**src/rtl/rvm_lsu.sv**
```systemverilog
// rvm_lsu: single-outstanding load/store unit driving the word-addressed memory bus.
// Optional macro RVM_LSU_TIMEOUT_EN aborts an access after TIMEOUT_CYCLES stall cycles.
module rvm_lsu #(
    parameter int unsigned TIMEOUT_CYCLES = 255
) (
    input  logic        clk,
    input  logic        reset,
    input  logic        req_valid,
    output logic        req_ready,
    input  logic [31:0] req_addr,
    input  logic [31:0] req_wdata,
    input  logic        req_we,
    input  logic [1:0]  req_size,
    input  logic        req_signed,
    output logic        rsp_valid,
    output logic [31:0] rsp_rdata,
    output logic        rsp_error,
    output logic [31:0] mem_addr,
    input  logic [31:0] mem_rdata,
    output logic [31:0] mem_wdata,
    output logic        mem_c_en,
    output logic        mem_w_en,
    output logic [3:0]  mem_b_en,
    input  logic        mem_error,
    input  logic        mem_stall
);

    if (TIMEOUT_CYCLES < 1 || TIMEOUT_CYCLES > 65535) begin : g_bad_timeout
        $error("rvm_lsu: TIMEOUT_CYCLES must be 1..65535");
    end

    typedef enum logic [1:0] {IDLE, ACCESS, RESP} state_t;

    state_t      state, state_d;
    logic [1:0]  off_q, off_d;
    logic [1:0]  size_q, size_d;
    logic        we_q, we_d;
    logic        sgn_q, sgn_d;

    logic        req_ready_d, rsp_valid_d, rsp_error_d;
    logic [31:0] rsp_rdata_d, mem_addr_d, mem_wdata_d;
    logic        mem_c_en_d, mem_w_en_d;
    logic [3:0]  mem_b_en_d;

    logic        req_bad;
    logic [3:0]  lanes;
    logic [31:0] wdata_rep;
    logic [31:0] shifted;
    logic [31:0] load_ext;

`ifdef RVM_LSU_TIMEOUT_EN
    localparam logic [16:0] TMO_LIMIT = 17'(TIMEOUT_CYCLES);
    logic [15:0] tmo_cnt, tmo_cnt_d;
    logic [16:0] tmo_inc;
    assign tmo_inc = {1'b0, tmo_cnt} + 17'd1;
`endif

    // Request decode: alignment, lane mask and replicated store data
    always_comb begin
        req_bad   = 1'b0;
        lanes     = 4'b1111;
        wdata_rep = req_wdata;
        unique case (req_size)
            2'b00: begin
                lanes     = 4'b0001 << req_addr[1:0];
                wdata_rep = {4{req_wdata[7:0]}};
            end
            2'b01: begin
                req_bad   = req_addr[0];
                lanes     = req_addr[1] ? 4'b1100 : 4'b0011;
                wdata_rep = {2{req_wdata[15:0]}};
            end
            2'b10: req_bad = (req_addr[1:0] != 2'b00);
            default: req_bad = 1'b1;
        endcase
    end

    assign shifted = mem_rdata >> {off_q, 3'b000};

    always_comb begin
        load_ext = shifted;
        unique case (size_q)
            2'b00:   load_ext = {{24{sgn_q & shifted[7]}}, shifted[7:0]};
            2'b01:   load_ext = {{16{sgn_q & shifted[15]}}, shifted[15:0]};
            default: load_ext = shifted;
        endcase
    end

    always_comb begin
        state_d     = state;
        off_d       = off_q;
        size_d      = size_q;
        we_d        = we_q;
        sgn_d       = sgn_q;
        req_ready_d = 1'b0;
        rsp_valid_d = 1'b0;
        rsp_rdata_d = '0;
        rsp_error_d = 1'b0;
        mem_addr_d  = '0;
        mem_wdata_d = '0;
        mem_c_en_d  = 1'b0;
        mem_w_en_d  = 1'b0;
        mem_b_en_d  = '0;
`ifdef RVM_LSU_TIMEOUT_EN
        tmo_cnt_d   = tmo_cnt;
`endif
        unique case (state)
            IDLE: begin
                req_ready_d = 1'b1;
                if (req_valid) begin
                    req_ready_d = 1'b0;
                    off_d       = req_addr[1:0];
                    size_d      = req_size;
                    we_d        = req_we;
                    sgn_d       = req_signed;
                    if (req_bad) begin
                        state_d     = RESP;
                        rsp_valid_d = 1'b1;
                        rsp_error_d = 1'b1;
                    end else begin
                        state_d     = ACCESS;
                        mem_c_en_d  = 1'b1;
                        mem_addr_d  = {req_addr[31:2], 2'b00};
                        mem_wdata_d = wdata_rep;
                        mem_w_en_d  = req_we;
                        mem_b_en_d  = lanes;
`ifdef RVM_LSU_TIMEOUT_EN
                        tmo_cnt_d   = '0;
`endif
                    end
                end
            end
            ACCESS: begin
                mem_c_en_d  = 1'b1;
                mem_addr_d  = mem_addr;
                mem_wdata_d = mem_wdata;
                mem_w_en_d  = mem_w_en;
                mem_b_en_d  = mem_b_en;
                if (!mem_stall) begin
                    state_d     = RESP;
                    mem_c_en_d  = 1'b0;
                    mem_addr_d  = '0;
                    mem_wdata_d = '0;
                    mem_w_en_d  = 1'b0;
                    mem_b_en_d  = '0;
                    rsp_valid_d = 1'b1;
                    rsp_error_d = mem_error;
                    rsp_rdata_d = (we_q || mem_error) ? 32'h0 : load_ext;
                end
`ifdef RVM_LSU_TIMEOUT_EN
                else begin
                    tmo_cnt_d = tmo_inc[15:0];
                    // Stall-free completion is handled above, so it wins
                    if (tmo_inc >= TMO_LIMIT) begin
                        state_d     = RESP;
                        mem_c_en_d  = 1'b0;
                        mem_addr_d  = '0;
                        mem_wdata_d = '0;
                        mem_w_en_d  = 1'b0;
                        mem_b_en_d  = '0;
                        rsp_valid_d = 1'b1;
                        rsp_error_d = 1'b1;
                    end
                end
`endif
            end
            RESP: begin
                state_d     = IDLE;
                req_ready_d = 1'b1;
            end
            default: begin
                state_d     = IDLE;
                req_ready_d = 1'b1;
            end
        endcase
    end

    always_ff @(posedge clk) begin
        if (reset) begin
            state     <= IDLE;
            off_q     <= '0;
            size_q    <= '0;
            we_q      <= 1'b0;
            sgn_q     <= 1'b0;
            req_ready <= 1'b1;
            rsp_valid <= 1'b0;
            rsp_rdata <= '0;
            rsp_error <= 1'b0;
            mem_addr  <= '0;
            mem_wdata <= '0;
            mem_c_en  <= 1'b0;
            mem_w_en  <= 1'b0;
            mem_b_en  <= '0;
`ifdef RVM_LSU_TIMEOUT_EN
            tmo_cnt   <= '0;
`endif
        end else begin
            state     <= state_d;
            off_q     <= off_d;
            size_q    <= size_d;
            we_q      <= we_d;
            sgn_q     <= sgn_d;
            req_ready <= req_ready_d;
            rsp_valid <= rsp_valid_d;
            rsp_rdata <= rsp_rdata_d;
            rsp_error <= rsp_error_d;
            mem_addr  <= mem_addr_d;
            mem_wdata <= mem_wdata_d;
            mem_c_en  <= mem_c_en_d;
            mem_w_en  <= mem_w_en_d;
            mem_b_en  <= mem_b_en_d;
`ifdef RVM_LSU_TIMEOUT_EN
            tmo_cnt   <= tmo_cnt_d;
`endif
        end
    end

endmodule

```
**config.mk**
```make
export PLATFORM = sky130hd
export DESIGN_NAME = rvm_lsu
export DESIGN_NICKNAME = d
export VERILOG_FILES = /design/src/rtl/rvm_lsu.sv
export SDC_FILE = /design/constraint.sdc
export NUM_CORES = 1
export LEC_CHECK = 0
export CORE_MARGIN = 1
export CORE_UTILIZATION = 41
export DETAILED_ROUTE_END_ITERATION = 12
export GPL_ROUTABILITY_DRIVEN = 0
export PLACE_DENSITY = 0.87
export SETUP_SLACK_MARGIN = 0.5
export SLEW_MARGIN = 20
export SYNTH_ARGS = -nofsm -noshare
export SYNTH_HDL_FRONTEND = slang
export SYNTH_SLANG_ARGS = --single-unit
```
**constraint.sdc**
```tcl
create_clock -name clk -period 1.9 [get_ports clk]
set_input_delay 0.38 -clock clk [delete_from_list [all_inputs] [get_ports clk]]
set_output_delay 0.38 -clock clk [all_outputs]
set_load 0.05 [all_outputs]
```
-- After elaboration in Yosys (flattened, before gate mapping)
Cells that the tools add are included.
- bits in registers: 113
- bits of input ports: 105
- output and inout bits: 105
- word-level logic and storage cells: 69
- equal/unequal tests: 6
- shifts and indexed selects: 2
- multiplexer cells: 36
- bitwise logic cells: 3
- reduce and logical (&&, ||, !) cells: 8
- operator list (cell ; number):
    $pmux 32 s2 ; 4
    $mux 32 ; 5
    $shr 32x5->32 ; 1
    $mux 4 ; 4
    $pmux 4 s2 ; 2
    $mux 1 ; 11
    $pmux 1 s2 ; 5
    $eq 2x1->1 const B ; 3
    $logic_not 2->1 ; 3
    $mux 2 ; 3
    $ne 2x2->1 const B ; 2
    $pmux 2 s2 ; 1
    $reduce_and 2->1 ; 2
    $reduce_or 4->1 ; 1
    $shl 1x2->4 const A ; 1
    $pmux 1 s3 ; 1
    $and 1x1->1 ; 2
    $eq 2x2->1 const B ; 1
    $reduce_bool 2->1 ; 1
    $logic_or 1x1->1 ; 1
    $not 1->1 ; 1

-- Logic depth before layout (Yosys ltp)
- depth after elaboration: 5
- depth in mapped cells: 7

-- Least setup slack after synthesis
OpenSTA, ideal clock, no wires.
- path type: register -> register
- start point: reg off_q[0]
- end point: reg rsp_rdata[23]
- setup time: 0.122 ns
- data arrival time: 1.463 ns
- data required time: 1.778 ns
- setup slack: 0.314 ns
- stages on the path, launching flop included: 7
- buffers on the path: 2
- period minus slack after synthesis: 1.586 ns
- cells stage by stage: dfxtp_1 buf_4 mux2_2 or3_1 o2111ai_2 buf_6 o21ai_2
- cells in the longest elaborated chain, start to end: 3
- elaborated cells on any way between the ends: 4
- classes of those cells: 1 x shift; 1 x mux; 2 x bitwise
- ends and longest elaborated chain (element ; RTL line ; text):
    start: declaration ; 35 ; logic [1:0] off_q, off_d;
    start signal: assignment ; 181 ; off_q <= '0;
    start signal: assignment ; 199 ; off_q <= off_d;
    $shr 32x5->32 * ; 78 ; assign shifted = mem_rdata >> {off_q, 3'b000};
    $and 1x1->1 (on tied branches) ; 84, 83 ;
    $pmux 32 s2 * ; 82 ; unique case (size_q)
    end signal: assignment ; 205 ; rsp_rdata <= rsp_rdata_d;
    end: declaration ; 16 ; output logic [31:0] rsp_rdata,
Mark *: on every way between the ends. The rest lies on a longest branch, timed or not.
A chain may end at the register's enable or synchronous reset.

-- Worst setup path in the final report
- start point: reg state[1]
- end point: reg rsp_rdata[0]
- cells in the longest elaborated chain, start to end: 3
- ends and longest elaborated chain (element ; RTL line ; text):
    start: declaration ; 34 ; state_t state, state_d;
    start signal: assignment ; 198 ; state <= state_d;
    $eq 2x1->1 ; 107 ; unique case (state)
    $not 1->1 (no line) ; n/a ;
    $reduce_or 4->1 (no line) ; n/a ;
No other way between the ends.

==> qor.yml <==
die:
  die_area_um2: 11300
  pin_count: 210
  die_w_um: 106.3
  core_um2: 10420
  initial_core_util_pct: 42.83
  rows: 37
  die_h_um: 106.3
setup_path:
  crit_chain: "or4_4, or2_4, buf_12, a211oi_2"
  critPathBufInv: 1
  cp_slowest_stage_delay_ps: 570
  rr_endpoint: "rsp_rdata[0]"
  arrival_ps: 1830
  reg2reg_from: "state[1]"
  cp-startpoint: "state[1]"
  ff2ff_path_depth: 4
  slowest_stage: "or4_4"
  endpoint: "rsp_rdata[0]"
  cp-start-kind: "register"
  cp_max_fo: 16
  crit_family: "simple AND/OR/NAND/NOR gates"
  r2r_setup_slack_ps: 350
  cp_num_cells: 4
  critPathKind: "reg -> reg"
  endpoint_kind: "register"
  crit_required_ps: 2170
pwr:
  powerDensity_nw_per_um2: 682.7
  finalPower_mw: 4.851
  ir_drop_mv: 0.4765
  leakage_nw: 3.012
route:
  wl_per_cell_um: 17.91
  drc: 0
  wl_met1_mm: 5.914
  route.met2.wl_mm: 7.512
  drt-total-wl_mm: 15.16
  routed.top_layer: "met4"
  drt-initial-drc-count: 170
  drt_pass1_iterations: 4
  post_drt_via_cell_ratio: 5.411
  met3_length_mm: 1.294
  ant_nets: 0
  vias: 4578
yosys:
  syn_inst: 481
  avgSynthCellArea_um2: 9.276
  synth.ff_latch_count: 111
  seq_area_frac_synth_pct: 49.80
  synth.cell_area_um2: 4462
  synth.distinct_cells: 39
  ys_warn_count: 0
layout:
  ff_latch_area_um2: 2228
  fillCellCount: 755
  mostFrequentLayoutCells: "dfxtp_1, clkdlybuf4s50_1, nor2_1"
  finalInstanceArea_um2: 7106
  utilization_pct: 68.22
  area_delta_synth_final_pct: 59.25
  nets: 811
  antenna_cells: 0
  layout_commonest_cell: "dfxtp_1"
  layout-drive-gt1-share_pct: 33.66
  multi_input_area_um2: 2372
sta:
  layout_min_cycle_time_ps: 1554
  period_share_pct: 81.76
  slew_violations: 0
  tightestPinTransition_ps: 698.8
  finClkSkew_ps: 12.98
  setup_tns_ps: 0
  final-hold-violation-count: 0
  rsz0062_at_grt: "yes"
  relSlewSlack_pct: 53.42
  fin_ws_ps: 346.5
  setup_viol: 0
  clock.fmax_mhz: 643.7
global_routing:
  antenna_found_initial: 0
  grtUsageTotal_pct: 23.80
  grt.overflow.total: 0
  grt_pass1_wl_mm: 21.29
  grt_start_max_net_pins: 68
  grt_pass1_vias: 4390
clock_tree:
  cts_buffer_depth: 2
  clock_latency_ps: 360
  cts_buffers: 9
  clk_pin_slew_worst_paths_ps: 100
  cts_tree: "done"
  cts_root_buffer: "clkbuf_8"
  clock_sinks: 111
  h-tree-depth: 3
job:
  maxCapViolCount: 0
placed_design:
  place_area_um2: 6753
  port_buffers: 207
  dp_hpwl_mm: 9.996
  place_ws_ps: -168.4
outcome:
  outcome: "completed"
hold_path:
  hold_class: "in -> reg"
## routing by layer
layer,vias up,GRT usage [%]
li1,2138,-
met4,0,11.01
met5,-,0
met3,35,7.051
met1,2193,26.98
met2,212,40.91
## cell usage after synthesis (all sizes together)
cell | count | share of area (%)
inv | 2 | 0.17
nand2 | 35 | 2.9
nor2b | 10 | 1.4
nor3 | 1 | 0.11
nor4 | 1 | 0.48
a311oi | 1 | 0.20
and2 | 7 | 0.98
nand3b | 1 | 0.17
o21ai | 31 | 3.7
conb | 1 | 0.084
a21oi | 18 | 2.0
o2111ai | 2 | 0.53
clkbuf | 15 | 1.3
nor2 | 87 | 7.4
mux2i | 33 | 7.4
a211oi | 15 | 2.6
o2bb2ai | 1 | 0.20
and3b | 1 | 0.22
nor3b | 1 | 0.17
o21a | 1 | 0.17
nand2b | 2 | 0.28
dfxtp | 111 | 50
mux2 | 13 | 3.3
or4 | 1 | 0.25
or3 | 2 | 0.28
or2b | 1 | 0.20
a22oi | 56 | 9.4
o21bai | 1 | 0.17
buf | 27 | 3.6
or2 | 3 | 0.42
## area by class of cell
class                   count  area share (%)
clock buffers              10           1.796
clock inverters             5          0.5107
inverters                   2          0.1057
multi-input cells         331           33.39
flip-flops and latches    111           31.36
well taps                 136           2.395
repair buffers            251           30.45
## worst min-delay path by stage
stage	cells past startpoint	slack [ps]	endpoint	from
finish	2	260	req_ready	req_valid
global placement	2	440	mem_wdata[10]	mem_wdata[10]
floorplan	2	460	we_q	we_q
CTS	2	460	mem_wdata[27]	mem_wdata[27]
global route	2	260	req_ready	req_valid
detailed placement	2	450	mem_wdata[10]	mem_wdata[10]
## stage by stage
step	std cells	hold WS, ps
2_1_floorplan	482	461.4
3_3_place_gp	811	436.3
3_5_place_dp	811	446.6
4_1_cts	831	463.7
5_1_grt	846	261.9
6_report	846	262.8
## timing repair
item	CTS	global route
pin swaps	9	15
gates cloned	2	12
setup endpoints to repair	186	114
hold buffers	0	0
gates resized for setup	462	75
setup buffers	3	3
## power by group
group / internal (mW) / switching, mW
sequential: 2.39 / 0.0438
clock: 0.472 / 0.778
combinational: 0.528 / 0.638
total: 3.39 / 1.46
## state kept, by name, summed over array words and instances, names as in the netlist
register	count
rsp_valid	1
state	2
req_ready	1
mem_addr	30
sgn_q	1
mem_wdata	32
mem_w_en	1
mem_c_en	1
we_q	1
off_q	2
rsp_rdata	32
mem_b_en	4
rsp_error	1
size_q	2
## worst register-to-register path, cell delays in order (launching register included)
cell      delay (ps)
dfxtp_2          340
or4_4            570
or2_4            270
buf_12           150
a211oi_2         160
## kinds of logic (layout without fill, tap and decap cells)
logic type	count (synthesis)	in the layout	synth area share (%)
AND/OR/NAND/NOR	153	154	15.28
other	1	2	0.08405
buffers and inverters	44	268	5.076
AO/OA/AOI/OAI	126	129	19.07
multiplexers	46	46	10.68
flip-flops	111	111	49.80
No activity file was read; power rests on OpenSTA's default activity.
